--- src/rtl/btfly_sched.sv ---
// Radix-2 in-place FFT butterfly sequencer. Operand addresses appear the cycle after start; writeback
// trails reads by PIPE_LAT non-held cycles. i_hold freezes the sequencer and suppresses both strobes.
module btfly_sched #(
  parameter int LOG2N    = 3,
  parameter int PIPE_LAT = 1
) (
  input  logic             i_clock,
  input  logic             i_reset,
  input  logic             i_start,
  input  logic             i_hold,
  output logic             o_busy,
  output logic             o_done,
  output logic [LOG2N-1:0] o_stage,
  output logic             o_rd_en,
  output logic [LOG2N-1:0] o_rd_addr0,
  output logic [LOG2N-1:0] o_rd_addr1,
  output logic [LOG2N-2:0] o_tw_idx,
  output logic             o_wr_en,
  output logic [LOG2N-1:0] o_wr_addr0,
  output logic [LOG2N-1:0] o_wr_addr1
);

  typedef enum logic [1:0] {IDLE, RUN, DRAIN, DONE} state_t;

  typedef struct packed {
    logic             en;
    logic [LOG2N-1:0] a0;
    logic [LOG2N-1:0] a1;
  } op_t;

  localparam int               TWW      = LOG2N - 1;
  localparam logic [LOG2N-1:0] S_LAST   = LOG2N'(LOG2N - 1);
  localparam logic [LOG2N-2:0] B_LAST   = '1;
  localparam logic [1:0]       CNT_LAST = 2'(PIPE_LAT - 1);

  state_t           state_q, state_d;
  logic [LOG2N-1:0] s_q, s_d;
  logic [LOG2N-2:0] b_q, b_d;
  logic [1:0]       cnt_q, cnt_d;
  op_t              iss_q, iss_d;
  logic [LOG2N-2:0] tw_q, tw_d;
  logic             rd_en_q, rd_en_d;
  logic             wr_en_q, wr_en_d;
  logic             busy_q, busy_d;
  logic             done_q, done_d;
  op_t              pipe_q [PIPE_LAT];
  op_t              pipe_d [PIPE_LAT];

  logic             issue;
  logic [LOG2N-1:0] half, pos, grp, a0, a1;
  logic [TWW-1:0]   tw_full;

  // Next-state: b_q/s_q always describe the butterfly currently on the read port.
  always_comb begin
    state_d = state_q;
    s_d     = s_q;
    b_d     = b_q;
    cnt_d   = cnt_q;
    issue   = 1'b0;
    if (state_q == DONE) begin
      state_d = IDLE;
      s_d     = '0;
      b_d     = '0;
    end else if (!i_hold) begin
      unique case (state_q)
        IDLE: begin
          if (i_start) begin
            state_d = RUN;
            s_d     = '0;
            b_d     = '0;
            issue   = 1'b1;
          end
        end
        RUN: begin
          if (b_q == B_LAST) begin
            state_d = DRAIN;
            cnt_d   = '0;
          end else begin
            b_d   = b_q + 1'b1;
            issue = 1'b1;
          end
        end
        DRAIN: begin
          if (cnt_q == CNT_LAST) begin
            if (s_q == S_LAST) begin
              state_d = DONE;
            end else begin
              state_d = RUN;
              s_d     = s_q + 1'b1;
              b_d     = '0;
              issue   = 1'b1;
            end
          end else begin
            cnt_d = cnt_q + 1'b1;
          end
        end
        default: ;
      endcase
    end
  end

  // Group base is grp * 2^(s+1); bit s of a0 is always clear, so a1 never carries out.
  always_comb begin
    half    = LOG2N'(1) << s_d;
    pos     = {1'b0, b_d} & (half - 1'b1);
    grp     = {1'b0, b_d} >> s_d;
    a0      = ((grp << s_d) << 1) + pos;
    a1      = a0 + half;
    tw_full = TWW'(pos << (S_LAST - s_d));
  end

  always_comb begin
    iss_d  = iss_q;
    tw_d   = tw_q;
    pipe_d = pipe_q;
    if (!i_hold) begin
      iss_d.en = issue;
      if (issue) begin
        iss_d.a0 = a0;
        iss_d.a1 = a1;
        tw_d     = tw_full;
      end
      pipe_d[0] = iss_q;
      for (int i = 1; i < PIPE_LAT; i++) begin
        pipe_d[i] = pipe_q[i-1];
      end
    end
    rd_en_d = issue;
    wr_en_d = !i_hold && pipe_d[PIPE_LAT-1].en;
    busy_d  = (state_d == RUN) || (state_d == DRAIN);
    done_d  = (state_d == DONE);
  end

  always_ff @(posedge i_clock or posedge i_reset) begin
    if (i_reset) begin
      state_q <= IDLE;
      s_q     <= '0;
      b_q     <= '0;
      cnt_q   <= '0;
      iss_q   <= '0;
      tw_q    <= '0;
      rd_en_q <= 1'b0;
      wr_en_q <= 1'b0;
      busy_q  <= 1'b0;
      done_q  <= 1'b0;
      pipe_q  <= '{default: '0};
    end else begin
      state_q <= state_d;
      s_q     <= s_d;
      b_q     <= b_d;
      cnt_q   <= cnt_d;
      iss_q   <= iss_d;
      tw_q    <= tw_d;
      rd_en_q <= rd_en_d;
      wr_en_q <= wr_en_d;
      busy_q  <= busy_d;
      done_q  <= done_d;
      pipe_q  <= pipe_d;
    end
  end

  assign o_busy     = busy_q;
  assign o_done     = done_q;
  assign o_stage    = s_q;
  assign o_rd_en    = rd_en_q;
  assign o_rd_addr0 = iss_q.a0;
  assign o_rd_addr1 = iss_q.a1;
  assign o_tw_idx   = tw_q;
  assign o_wr_en    = wr_en_q;
  assign o_wr_addr0 = pipe_q[PIPE_LAT-1].a0;
  assign o_wr_addr1 = pipe_q[PIPE_LAT-1].a1;

endmodule

--- config.mk ---
export PLATFORM = sky130hd
export DESIGN_NAME = btfly_sched
export DESIGN_NICKNAME = d
export VERILOG_FILES = /design/src/rtl/btfly_sched.sv
export SDC_FILE = /design/constraint.sdc
export NUM_CORES = 1
export LEC_CHECK = 0
export CAP_MARGIN = 30
export CORE_AREA = 2 2 54 66
export DETAILED_ROUTE_END_ITERATION = 6
export DIE_AREA = 0 0 56 68
export HOLD_SLACK_MARGIN = 0.03
export PLACE_DENSITY = 0.76
export SYNTH_ARGS = -nofsm -noshare
export SYNTH_HDL_FRONTEND = slang
export SYNTH_SLANG_ARGS = --single-unit
--- constraint.sdc ---
create_clock -name i_clock -period 4.45 [get_ports i_clock]
set_input_delay 0.445 -clock i_clock [delete_from_list [all_inputs] [get_ports i_clock]]
set_output_delay 0.445 -clock i_clock [all_outputs]
set_load 0.005 [all_outputs]
# [Word-level counts from Yosys, hierarchy flattened]
# Cells that the tools add are included.
# Widths: inputs -> output; s select.
[word_totals] register_bits=29 in_bits=4 out_inout_bits=21 wordCells=78
[classes] addsub=7 eq_ne=10 n_shift=4 muxes=31 bitwise=3 n_reduce_logical=8
[ops] cell="$mux 2" count=14
[ops] cell="$mux 3" count=5
[ops] cell="$pmux 2 s3" count=2
[ops] cell="$eq 2x2->1 const B" count=5
[ops] cell="$mux 7" count=1
[ops] cell="$add 3x3->3" count=2
[ops] cell="$mux 1" count=6
[ops] cell="$pmux 3 s2" count=1
[ops] cell="$shl 3x3->2" count=2
[ops] cell="$reduce_and 5->1" count=1
[ops] cell="$add 2x1->2 const B" count=2
[ops] cell="$eq 2x1->1 const B" count=2
[ops] cell="$logic_not 2->1" count=2
[ops] cell="$ne 2x2->1 const B" count=2
[ops] cell="$pmux 2 s2" count=1
[ops] cell="$add 3x1->3 const B" count=1
[ops] cell="$and 2x3->3" count=1
[ops] cell="$eq 3x2->1 const B" count=1
[ops] cell="$pmux 1 s3" count=1
[ops] cell="$shl 1x3->3 const A" count=1
[ops] cell="$shr 2x3->3" count=1
[ops] cell="$sub 2x3->3 const A" count=1
[ops] cell="$sub 3x1->3 const B" count=1
[ops] cell="$not 1->1" count=2
[ops] cell="other kinds (5)" count=5

# [Longest topological paths before layout]
# Gate-level depths: netlist (run 1).
[logic_depth] ltp_word=11 mapped_depth=16 ltp_nobuf=15

# [Least setup slack after synthesis (run 1)]
# OpenSTA, ideal clock, no wires.
[synth_path] path_type="register to register" start="reg s_q[0] (netlist: o_stage[0])" end="reg iss_q (netlist bit o_rd_addr1[2])" arrival_time_ns=3.327 required_time_ns=4.325 path_slack_ns=0.998 stages_incl_launch_ff=16 path_buffers=0 cell_sequence="dfrtp_1 inv_1 ha_1 nand2b_1 a32o_2 a311oi_4 inv_2 ha_1 xor2_1 a21oi_1 ha_1 inv_1 fa_1 xor2_1 xnor3_1 mux2_4"
[synth_via] elab_chain_len=11
[synth_rtl] element="from (decl)" line_no="37" source="logic [LOG2N-1:0] s_q, s_d;"
[synth_rtl] element="from (signal assigned)" line_no="137" source="s_q <= '0;"
[synth_rtl] element="from (signal assigned)" line_no="149" source="s_q <= s_d;"
[synth_rtl] element="$add 3x1->3 / $eq 3x2->1 (equally long branches)" line_no="89, 85"
[synth_rtl] element="$mux 3" line_no="85" source="if (s_q == S_LAST) begin"
[synth_rtl] element="$mux 3" line_no="84" source="if (cnt_q == CNT_LAST) begin"
[synth_rtl] element="$pmux 3 s2" line_no="65" source="unique case (state_q)"
[synth_rtl] element="$mux 3 (*)" line_no="64" source="end else if (!i_hold) begin"
[synth_rtl] element="$mux 3 (*)" line_no="60" source="if (state_q == DONE) begin"
[synth_rtl] element="named net s_d[0]" line_no="37"
[synth_rtl] element="$shl 1x3->3" line_no="104" source="half = LOG2N'(1) << s_d;"
[synth_rtl] element="$sub 3x1->3" line_no="105" source="pos = {1'b0, b_d} & (half - 1'b1);"
[synth_rtl] element="$and 2x3->3" line_no="105"
[synth_rtl] element="$add 3x3->3 (*)" line_no="107" source="a0 = ((grp << s_d) << 1) + pos;"
[synth_rtl] element="named net a0[1]" line_no="50" source="logic [LOG2N-1:0] half, pos, grp, a0, a1;"
[synth_rtl] element="$add 3x3->3 (*)" line_no="108" source="a1 = a0 + half;"
[synth_rtl] element="to (signal assigned)" line_no="152" source="iss_q <= iss_d;"
[synth_rtl] element="to (decl)" line_no="40" source="op_t iss_q, iss_d;"
# Mark *: on every way through the listed nets, which the timed path passes. The rest lies on a longest branch.
# A chain may end at the register's enable or synchronous reset.

# [Final worst setup path (run 1)]
# Same ends and word-level chain as after synthesis.

==> impl_metrics.py, run 1 <==
metrics = {
    "status": {
        "run_status": "complete, no violations",
    },
    "clock_tree": {
        "cts_tree": "built",
        "post_cts_buffers": 0,
        "hold_buffers": 0,
        "cts.htree.levels": 1,
        "clk_latency_ns": 0.27,
        "clock-root-buffer": "clkbuf_8",
        "numCtsBuffers": 3,
        "cts_buffer_depth": 2,
        "ctsResizeCount": 0,
        "path_clk_slew_ns": 0.09,
        "cts.sinks": 28,
    },
    "die": {
        "die_width_um": 56,
        "die_y_um": 68,
        "num_rows": 23,
        "io_pins": 25,
        "dieArea_um2": 3810,
        "core_um2": 3220,
        "start_util": 0.498,
    },
    "place": {
        "gp_congestion": 0.885,
        "numPortBuffers": 24,
        "dp.final_hpwl_um": 2350,
        "dp_slack_ns": 0.559,
        "dpl_cell_area_um2": 1840,
    },
    "logic_synthesis": {
        "ys.flop_type": "dfrtp_1",
        "netlist_instances": 158,
        "ys_types": 47,
        "syn_area_per_cell_um2": 10.2,
        "synth_edf_count": 0,
        "synth_nets": 172,
        "ys_async_sr_fraction": 1.00,
        "synth-seq-area-share": 0.436,
        "ys_ff_latch": 28,
        "ys_warn_count": 0,
        "netlist_area_um2": 1610,
    },
    "min_path": {
        "worstHoldStart": "iss_q[6]",
        "worstHoldPathType": "reg -> reg",
    },
    "layout": {
        "syn_to_final_growth_pct": 17.1,
        "layout-drive-gt1-share": 0.131,
        "post-route-util": 0.583,
        "fin_nets": 192,
        "final_area_um2": 1880,
        "n_antenna_cell": 0,
    },
    "worst_setup_path": {
        "reg2reg_depth": 15,
        "crit_family": "adder cells",
        "crit_start": "o_stage[0]",
        "slowest_delay_ns": 0.48,
        "r2r_setup_slack_ns": 0.70,
        "endpoint_kind": "flop",
        "crit_slowest_cell": "dfrtp_1",
        "path_depth": 15,
        "critical_path_buf_inv_count": 3,
        "crit_arrival_ns": 3.90,
        "reg2reg_to": "o_rd_addr1[2]",
        "cp-start-kind": "flop",
        "crit_top_cell": "ha_1",
        "path_cells": "inv_1 > ha_1 > nand2b_1 > a32o_2 > a311oi_4 > inv_2 > ha_1 > xor2_1 > a21oi_1 > ha_1 > inv_1 > fa_1 > xor2_1 > xnor3_1 > mux2_4",
        "reg2reg_from": "o_stage[0]",
        "crit_fanout": 6,
        "crit_type": "reg -> reg",
        "required_ns": 4.61,
        "crit_end": "o_rd_addr1[2]",
    },
    "run": {
        "max_cap_viol_count": 0,
    },
    "global_route": {
        "gr-total-overflow": 0,
        "grt_use_met1": 0.216,
        "grt.busiest_layer": "met2",
        "grt_max_degree": 17,
        "met3_usage": 0.0246,
        "grt_pass1_vias": 1096,
        "use_met2": 0.301,
        "antenna_found_initial": 0,
        "grt_pass1_wl_um": 5070,
        "grt_use_total": 0.171,
    },
    "timing": {
        "tightest_slew_ns": 0.613,
        "final.min_clock_period_ns": 3.75,
        "relSlewSlack": 0.591,
        "hold_ws_ns": 0.488,
        "setup_slack_ns": 0.703,
        "fmax_mhz": 267,
        "finalSetupViolCount": 0,
        "rsz0062_at_grt": "no",
        "drv_slew": 0,
        "setup_tns_ns": 0,
        "hold_viol": 0,
        "fin_crit_sh": 0.842,
        "finalClockSkew_ns": 0.00360,
    },
    "drt": {
        "drc_errors": 0,
        "via_per_inst": 5.49,
        "num_vias": 1170,
        "antenna_left": 0,
        "finalWirelength_um": 3090,
        "firstDrtPassIters": 4,
        "wl_per_cell_um": 14.5,
        "drtIter0Drc": 31,
    },
    "pwr": {
        "p_leak_nw": 0.879,
        "cellPowerDensity_nw_per_um2": 700,
        "vdd_ir_drop_max_uv": 440,
    },
}
==> metrics by stage <==
step	power [mW]	std cells
finish	1.32	213
global route	1.44	213
CTS	1.33	213
detailed placement	1.19	210
global placement	1.16	209
floorplan	0.970	158
==> how the worst min path moves through the flow <==
| stage | endpoint | slack (ns) | depth (start not counted) |
|---|---|---|---|
| global route | o_wr_addr1[2] | 0.53 | 1 |
| floorplan | iss_q[6] | 0.44 | 2 |
| CTS | iss_q[6] | 0.49 | 2 |
| detailed placement | iss_q[6] | 0.47 | 2 |
| global placement | iss_q[6] | 0.46 | 2 |
| finish | iss_q[6] | 0.49 | 2 |
==> state kept, by name, indices dropped and copies added (netlist names) <==
register    count
iss_q           1
o_wr_addr0      3
o_tw_idx        2
o_stage         3
state_q         2
o_rd_addr1      3
o_busy          1
o_wr_en         1
o_rd_addr0      3
cnt_q           2
o_done          1
o_rd_en         1
o_wr_addr1      3
b_q             2
==> routing by layer <==
| metal | vias to the layer above | wire length, µm |
|---|---|---|
| li1 | 577 | - |
| met1 | 559 | 1290 |
| met2 | 28 | 1640 |
| met3 | 6 | 103 |
| met4 | 0 | 63 |
| met5 | - | 0 |
==> synth_stat cells (4+ instances only) <==
master	number	share of area
o21ai_1	6	0.019
mux2_2	6	0.042
o21ai_0	4	0.012
nand2_1	21	0.049
inv_1	12	0.028
nor2_1	7	0.016
a21oi_1	7	0.022
nand3_1	4	0.012
buf_4	6	0.028
dfrtp_1	28	0.44
ha_1	9	0.070
==> layout make-up <==
cell class                      instances  area [µm²]
Clock buffer                            3        41.3
Sequential cell                        28         701
Inverter                               15        56.3
Fill cell                             280        1340
Tap cell                               37        46.3
Multi-Input combinational cell        102         758
Timing Repair Buffer                   28         278
==> worst reg2reg max path, cell delays in order, from the launching register on <==
cell	delay [ns]
dfrtp_1	0.48
inv_1	0.12
ha_1	0.18
nand2b_1	0.12
a32o_2	0.31
a311oi_4	0.37
inv_2	0.12
ha_1	0.25
xor2_1	0.16
a21oi_1	0.11
ha_1	0.30
inv_1	0.06
fa_1	0.40
xor2_1	0.18
xnor3_1	0.24
mux2_4	0.26
==> report_power, final <==
part | switching [mW] | internal, mW | total [mW]
registers | 0.0851 | 0.361 | 0.446
logic | 0.356 | 0.382 | 0.738
clock network | 0.0719 | 0.0606 | 0.133
total | 0.513 | 0.803 | 1.32
==> cell usage in the layout, fill, tap and decap left out, types with 2 or more instances in the layout <==
master / Yosys / final
o21ai_0: 4 / 4
buf_4: 6 / 3
inv_1: 12 / 12
nand2_1: 21 / 21
o21ai_1: 6 / 6
ha_1: 9 / 9
a21oi_1: 7 / 7
nor2_1: 7 / 7
clkbuf_8: 0 / 3
inv_2: 3 / 3
mux2_2: 6 / 6
xor2_1: 2 / 2
nor2b_1: 3 / 3
dfrtp_1: 28 / 28
nor3_1: 3 / 3
a211oi_1: 2 / 2
a32oi_1: 2 / 2
nand3_1: 4 / 4
clkdlybuf4s50_1: 0 / 24
==> cell families (layout without fill, tap and decap cells) <==
kind of cell,after synthesis,after routing,synth area share
other cells,1,1,0.00234
simple gates,46,46,0.143
mux,7,7,0.0514
fa+ha+maj,10,10,0.0826
flops,28,28,0.436
xor+xnor,4,4,0.0304
buf+inv,28,46,0.0912
compound gates,34,34,0.162
(Power assumes the default switching activity.)
==> run 2, diff against run 1 <==
--- a/config.mk
+++ b/config.mk
@@ -6,11 +6,11 @@
 export NUM_CORES = 1
 export LEC_CHECK = 0
 export CAP_MARGIN = 30
-export CORE_AREA = 2 2 54 66
+export CORE_AREA = 2 2 56 69
 export DETAILED_ROUTE_END_ITERATION = 6
-export DIE_AREA = 0 0 56 68
+export DIE_AREA = 0 0 58 71
 export HOLD_SLACK_MARGIN = 0.03
-export PLACE_DENSITY = 0.76
+export PLACE_DENSITY = 0.73
 export SYNTH_ARGS = -nofsm -noshare
 export SYNTH_HDL_FRONTEND = slang
 export SYNTH_SLANG_ARGS = --single-unit
==> constraint.sdc (replaced) <==
create_clock -name i_clock -period 3.3 [get_ports i_clock]
set_input_delay 0.33 -clock i_clock [delete_from_list [all_inputs] [get_ports i_clock]]
set_output_delay 0.33 -clock i_clock [all_outputs]
set_load 0.005 [all_outputs]
==> impl_metrics.py, run 2 (same netlist as run 1, synthesis figures left out) <==
metrics = {
    "drt": {
        "antenna_left": 0,
        "wl_per_cell_um": 15.0,
        "firstDrtPassIters": 4,
        "via_per_inst": 5.27,
        "drc_errors": 0,
        "num_vias": 1343,
        "finalWirelength_um": 3820,
        "drtIter0Drc": 39,
    },
    "place": {
        "numPortBuffers": 24,
        "dp_slack_ns": -0.355,
        "gp_congestion": 0.879,
        "dpl_cell_area_um2": 2050,
        "dpl.cell_count": 234,
        "dp.final_hpwl_um": 2680,
    },
    "layout": {
        "fillers": 268,
        "fin_nets": 231,
        "layout-drive-gt1-share": 0.375,
        "post-route-util": 0.655,
        "fin_cells": 255,
        "syn_to_final_growth_pct": 42.2,
        "n_antenna_cell": 0,
        "final_area_um2": 2280,
        "most-common-layout-cells": "buf_4 (42), dfrtp_1 (25), clkdlybuf4s50_1 (24)",
        "final_common_cell": "buf_4",
    },
    "timing": {
        "tightest_slew_ns": 0.570,
        "hold_viol": 0,
        "rsz0062_at_grt": "yes",
        "final.min_clock_period_ns": 3.25,
        "setup_slack_ns": 0.0467,
        "finalClockSkew_ns": 0.00770,
        "finalSetupViolCount": 0,
        "drv_slew": 0,
        "fmax_mhz": 307,
        "fin_crit_sh": 0.986,
        "relSlewSlack": 0.618,
    },
    "die": {
        "io_pins": 25,
        "start_util": 0.461,
        "die_y_um": 71,
        "dieArea_um2": 4120,
        "core_um2": 3480,
        "die_width_um": 58,
        "num_rows": 24,
    },
    "worst_setup_path": {
        "required_ns": 3.46,
        "crit_type": "reg -> reg",
        "cp-start-kind": "flop",
        "crit_arrival_ns": 3.41,
        "r2r_setup_slack_ns": 0.05,
        "endpoint_kind": "flop",
        "reg2reg_to": "o_rd_addr1[2]",
        "crit_start": "o_stage[0]",
        "reg2reg_from": "o_stage[0]",
        "crit_fanout": 4,
        "reg2reg_depth": 14,
    },
    "global_route": {
        "antenna_found_initial": 0,
        "grt_pass1_wl_um": 6220,
        "grt_max_degree": 21,
        "gr-total-overflow": 0,
        "grt_pass1_vias": 1404,
        "grt_use_total": 0.194,
    },
    "status": {
        "run_status": "complete, no violations",
    },
    "min_path": {
        "worstHoldPathType": "in -> async",
    },
    "clock_tree": {
        "cts.sinks": 28,
        "cts_tree": "built",
        "cts_buffer_depth": 2,
        "hold_buffers": 0,
        "cts.htree.levels": 1,
        "numCtsBuffers": 3,
        "path_clk_slew_ns": 0.09,
        "clock-root-buffer": "clkbuf_8",
        "clk_latency_ns": 0.27,
    },
    "run": {
        "max_cap_viol_count": 0,
    },
    "pwr": {
        "vdd_ir_drop_max_uv": 636,
        "cellPowerDensity_nw_per_um2": 980,
        "total_power_mw": 2.24,
        "p_leak_nw": 1.07,
    },
}
==> run 2: cell count changes in the layout (fill, tap and decap cells not counted), moves of 2 or more <==
cell | previous run | this run
nor3_2 | 0 | 2
a21oi_2 | 1 | 3
nor3_1 | 3 | 1
xor2_2 | 0 | 2
inv_1 | 12 | 9
buf_4 | 3 | 42
ha_4 | 0 | 2
ha_2 | 0 | 3
dfrtp_1 | 28 | 25
a21oi_1 | 7 | 5
inv_2 | 3 | 6
dfrtp_2 | 0 | 3
ha_1 | 9 | 4
xor2_1 | 2 | 0
==> run 2: layer usage <==
layer / routed length, µm / share of wire / GRT usage
met4: 76 / 0.020 / 0.0749
met3: 83 / 0.022 / 0.0311
met2: 2070 / 0.54 / 0.336
met1: 1600 / 0.42 / 0.238
met5: 0 / 0 / 0
==> run 2: where the power goes <==
| part | internal, mW | switching, mW |
|---|---|---|
| logic | 0.825 | 0.634 |
| clock network | 0.0865 | 0.101 |
| registers | 0.492 | 0.0992 |
==> run 2: per-stage QoR <==
step / setup TNS (ns) / hold slack [ns]
floorplan: 0 / 0.395
global placement: -0.276 / 0.459
detailed placement: -0.355 / 0.458
CTS: 0 / 0.366
global route: -0.0706 / 0.367
finish: 0 / 0.346
==> run 2: worst max-delay path: stages, from the launching register on <==
cell,delay [ns]
dfrtp_2,0.42
inv_2,0.07
ha_4,0.14
nand2b_4,0.06
a32o_2,0.28
a311oi_4,0.32
ha_2,0.29
xor2_2,0.15
a21oi_2,0.08
ha_1,0.29
inv_2,0.05
fa_2,0.37
xor2_2,0.13
xnor3_1,0.22
mux2_4,0.27
==> run 2: how the worst max path moves through the flow <==
stage / depth (start not counted) / to
CTS: 18 / o_tw_idx[1]
detailed placement: 14 / o_rd_addr1[2]
finish: 14 / o_rd_addr1[2]
global placement: 14 / o_rd_addr1[2]
global route: 14 / o_rd_addr1[2]
floorplan: 15 / o_rd_addr1[2]
==> run 2: final cells by class <==
class	instances	area (µm²)	share of cell area
Timing Repair Buffer	67	583	0.255
Multi-Input combinational cell	102	845	0.370
Tap cell	39	48.8	0.0214
Sequential cell	28	704	0.309
Clock buffer	4	45.0	0.0197
Inverter	15	56.3	0.0247
==> run 2: timing repair <==
item / in CTS / in global routing
gates resized for setup: 6 / 10
hold endpoints to repair: 0 / 0
buffers inserted: 13 / 4
pin swaps: 6 / 11
setup endpoints to repair: 1 / 3
==> RTL edit 1 (flow settings as in run 1) <==
`LOG2N`: 3 -> 4.
--- a/src/rtl/btfly_sched.sv
+++ b/src/rtl/btfly_sched.sv
@@ -1,7 +1,7 @@
 // Radix-2 in-place FFT butterfly sequencer. Operand addresses appear the cycle after start; writeback
 // trails reads by PIPE_LAT non-held cycles. i_hold freezes the sequencer and suppresses both strobes.
 module btfly_sched #(
-  parameter int LOG2N    = 3,
+  parameter int LOG2N    = 4,
   parameter int PIPE_LAT = 1
 ) (
   input  logic             i_clock,
Ports: changed (6 resized); port bits go from 25 to 31. No check against the original RTL was run, so the function may have changed too.
==> RTL edit 1 against run 1 <==
Total power up 6.8%; wire length up 34%; sequential share of layout area down 1.7 points; setup slack worse by 0.51 ns; final area up 31%; sequential cell count up 7; die area unchanged; sequential power up 6.5%; synthesized area up 21%.
==> RTL edit 1: results (changes against run 1) <==
Port bufs: 30 (+25%)
Post-synth top cells: 35 x dfrtp_1, 18 x nand2_1, 11 x a21oi_1, 11 x inv_1, 11 x mux2_2
Largest net degree at the start of global routing: 36 (+19)
Worst-path maximum fanout: 3 (-3)
Drt first-iter violations: 63 (+100%)
Multiplexer share of the synthesized area: 0.0819 (+0.0305)
Synth Net Count: 198 (+15%)
Number of buffers created by CTS: 5 (+2)
Met3 WL: 201 µm (+95%)
Global routing usage on met1: 0.281 (+0.0652)
Pwr/cell area: 571 mW/mm² (-18%)
Post-synthesis xor/xnor area fraction: 0.0265 (-0.00395)
Netlist cell types: 49 (+4.3%)
Number of global-route vias before repair: 1573 (+44%)
Vias/cell: 5.82 (+6.0%)
Register area share after synthesis: 0.452 (+0.0151)
H-tree Lvls: 2 (+1)
Non-Filler Instances: 260 (+22%)
Max VDD drop: 0.379 mV (-14%)
GR Util met2: 0.412 (+0.110)
Grt ovf: 0 (unchanged)
Clock skew: 0.00546 ns (+0.00186 ns)
Worst-Skew Late Latency: 0.29 ns (+0.02 ns)
Global placer's final weighted congestion: 0.869 (-1.7%)
Final wirelength: 4140 µm (+34%)
Clock group power: 342 µW (+160%)
Leak: 1.10 nW (+25%)
Worst slew pin tran: 0.552 ns (-0.0616 ns)
First-pass GRT wire length: 7130 µm (+41%)
Layout cells sized above 1: 0.224 (+0.0935)
Adder-cell share of the synthesized area: 0.0723 (-0.0104)
DP Wirelength: 2990 µm (+27%)
Synth area leaders: dfrtp_1 45%, mux2_2 6.4%, ha_1 5.2%
Clock Pin Slew Worst Setup and Hold Paths: 0.07 ns (-0.02 ns)
Gr usage total: 0.248 (+0.0768)
Switching share of power: 0.316 (-0.0736)
Met2 WL: 2040 µm (+25%)
Outcome: complete, no violations
Sequential cell power: 475 µW (+6.5%)
Synth Area in Compound Gates: 0.127 (-0.0350)
M3 GR Usage: 0.0699 (+0.0454)
## RTL edit 1: final timing paths
| check | slack (ns) | depth (start not counted) | startpoint | end |
|---|---|---|---|---|
| max in group asynchronous | 3.57 | 3 | i_reset | o_stage[1] |
| worst min register to register | 0.48 | 2 | o_tw_idx[0] | o_tw_idx[0] |
| worst min-delay path | 0.48 | 2 | o_tw_idx[0] | o_tw_idx[0] |
| worst max register to register | 0.33 | 19 | cnt_q[0] | o_rd_addr1[3] |
| worst max-delay path | 0.19 | 18 | i_start | o_rd_addr1[3] |
| min in group asynchronous | 0.57 | 3 | i_reset | o_rd_addr0[0] |
## RTL edit 1: through the flow
step / setup WS (ns) / area (µm²)
final: 0.189 / 2460
after global routing: 0.00447 / 2460
after CTS: 0.130 / 2450
after detailed placement: -0.140 / 2310
after global placement: 0.0310 / 2310
after floorplan: 0.440 / 1940
## RTL edit 1: kinds of logic after synthesis
family / count (synthesis)
xor+xnor: 5
compound gates: 35
simple gates: 57
other cells: 1
mux: 14
buf+inv: 27
fa+ha+maj: 10
flops: 35
## RTL edit 1: area by class of cell
cell class,count,area (µm²)
clock inverter,3,67.6
clock buffer,5,68.8
sequential,35,876
inverter,13,48.8
timing repair buffer,45,413
tap,37,46.3
fill,233,762
multi-input combinational,122,941
## RTL edit 1: critical path: stages
cell and delay (ns):
clkdlybuf4s50_1 0.49, or4b_1 0.47, and3_1 0.20, mux2_4 0.28, nor3_2 0.20, and2_2 0.18
inv_1 0.06, ha_1 0.33, nor2b_2 0.16, ha_1 0.16, inv_1 0.05, fa_1 0.52
inv_1 0.05, ha_1 0.31, a21oi_2 0.18, xnor2_2 0.13, xnor2_1 0.14, a21oi_1 0.09
## RTL edit 1: what timing repair did
action                                  in CTS  in global routing
gates resized for setup                      0                  4
endpoints found under the setup margin       0                  2
setup buffers                                0                  0
==> RTL edit 2 (flow settings as in run 1) <==
Made on the original files. Make the reset (`i_reset`) synchronous in one clocked block.
--- a/src/rtl/btfly_sched.sv
+++ b/src/rtl/btfly_sched.sv
@@ -131,7 +131,7 @@
     done_d  = (state_d == DONE);
   end
 
-  always_ff @(posedge i_clock or posedge i_reset) begin
+  always_ff @(posedge i_clock) begin
     if (i_reset) begin
       state_q <= IDLE;
       s_q     <= '0;
Function: differs if i_reset is asserted again (counterexample within 4 cycles, from zero or initial values and one cycle with i_reset high); with i_reset held inactive, the same outputs for 10 cycles.
==> RTL edit 2 against run 1 <==
Final area about the same; setup slack better by 0.0089 ns; global-route usage grew 1.7 points; synthesized cell count rose by 18%; critical endpoint is now o_rd_addr1[2]; sequential share of layout area fell by 7.5 points; critical path type unchanged; via count increased by 13%; sequential cell count unchanged; wire length up 9.5%; synthesized area decreased by 0.94%.
Power is not compared: it rests on default switching activity, and its combinational part moved more than twofold at a synthesized area within 25%.
==> RTL edit 2: results (changes against run 1) <==
DP Wirelength: 2490 µm (+5.6%)
Worst-Skew Late Latency: 0.27 ns (about the same)
Outcome: complete, no violations
Reg2reg path depth: 17 (+2)
Global placer's final weighted congestion: 0.877 (-0.84%)
Layout cells sized above 1: 0.0443 (-0.0863)
Worst-path maximum fanout: 9 (+3)
Clock skew: 0.00474 ns (+0.00114 ns)
Vias/cell: 5.53 (+0.58%)
Netlist cell types: 46 (-2.1%)
# placed instances: 236 (+12%)
Setup slack, reg-to-reg: 0.71 ns
Post-DP Area: 0.00181 mm² (-1.6%)
Avg Cell Area, Syn: 8.50 µm² (-16%)
Worst slew pin tran: 0.953 ns (+0.339 ns)
Crit. Startpoint: o_stage[0]
Final nets: 218 (+14%)
Drt first-iter violations: 20 (-35%)
Hold endpoint: o_tw_idx[0]
Arr. time, crit path: 3.87 ns (-0.03 ns)
Via count: 1326 (+13%)
Final wirelength: 3380 µm (+9.5%)
Share of synthesized registers carrying an async set or reset: 0 (-1.00)
Top_reg_cell synth: dfxtp_1
Largest net degree at the start of global routing: 30 (+13)
Worst slack, placed: 0.630 ns (+0.0710 ns)
Post-synth top cells: 28 x dfxtp_1, 24 x nor2_1, 14 x nand2_1, 11 x inv_1, 10 x mux2i_1
First-pass GRT wire length: 5720 µm (+13%)
Min-delay src: o_tw_idx[0]
Synth Net Count: 201 (+17%)
Register area share after synthesis: 0.352 (-0.0840)
Gr usage total: 0.189 (+0.0175)
Worst r2r dst: o_rd_addr1[2]
Synth area leaders: dfxtp_1 35%, ha_1 7.1%, mux2i_1 6.3%
==> RTL edit 2: worst max-delay path by stage <==
stage / endpoint / slack, ns / cells after the start
floorplan: o_rd_addr1[2] / 0.98 / 16
global placement: o_rd_addr1[2] / 0.75 / 16
detailed placement: o_rd_addr1[2] / 0.63 / 16
CTS: o_rd_addr1[2] / 0.72 / 17
global route: o_rd_addr1[2] / 0.33 / 17
finish: o_rd_addr1[2] / 0.71 / 17
==> RTL edit 2: area by class of cell <==
| type | count | area (µm²) |
|---|---|---|
| fillers | 302 | 1340 |
| multi-input cells | 133 | 900 |
| flip-flops and latches | 28 | 561 |
| repair buffers | 27 | 263 |
| well taps | 37 | 46.3 |
| clock buffers | 3 | 41.3 |
| inverters | 11 | 41.3 |
| clock inverters | 1 | 30.0 |
==> RTL edit 2: worst max-delay path: stages, from the launching register on <==
cell and delay, ns:
dfxtp_1 0.48, inv_1 0.13, ha_1 0.23, a21boi_1 0.14, buf_4 0.17, o2bb2ai_1 0.10
nor2_1 0.36, inv_1 0.16, ha_1 0.28, xor2_1 0.14, a21oi_1 0.08, ha_1 0.30
inv_1 0.06, fa_1 0.40, xor2_1 0.16, xnor3_1 0.22, mux2i_1 0.13, nor2_1 0.05
==> RTL edit 2: kinds of logic (layout without fill, tap and decap cells) <==
logic type | after synthesis | after routing | synth area share
muxes | 10 | 10 | 0.0629
and+or+nand+nor | 66 | 66 | 0.200
AOI/OAI and AO/OA | 40 | 40 | 0.175
DFF | 28 | 28 | 0.352
buffers and inverters | 26 | 42 | 0.0818
other | 1 | 1 | 0.00236
xor gates and xnor gates | 6 | 6 | 0.0417
adders and majority gates | 10 | 10 | 0.0834
==> RTL edit 2: power by group through the flow <==
stage               combinational (mW)  clock (mW)  sequential [mW]
floorplan                       0.0356           0            0.267
global placement                0.0505           0            0.269
detailed placement              0.0508           0            0.270
CTS                             0.0512       0.204            0.264
global route                    0.0562       0.215            0.265
finish                          0.0511       0.198            0.264
==> RTL edit 2: layer usage <==
| metal | routed length, µm | global-route usage | part of all wire |
|---|---|---|---|
| met1 | 1350 | 0.211 | 0.40 |
| met2 | 1850 | 0.366 | 0.55 |
| met3 | 156 | 0.0302 | 0.046 |
| met4 | 20 | 0.0625 | 0.0059 |
| met5 | 0 | 0 | 0 |
==> RTL edit 2: stage by stage <==
stage	hold WS [ns]	total power [mW]
after CTS	0.485	0.519
after floorplan	0.450	0.303
after global placement	0.455	0.320
after global routing	0.492	0.536
final	0.478	0.513
after detailed placement	0.470	0.321
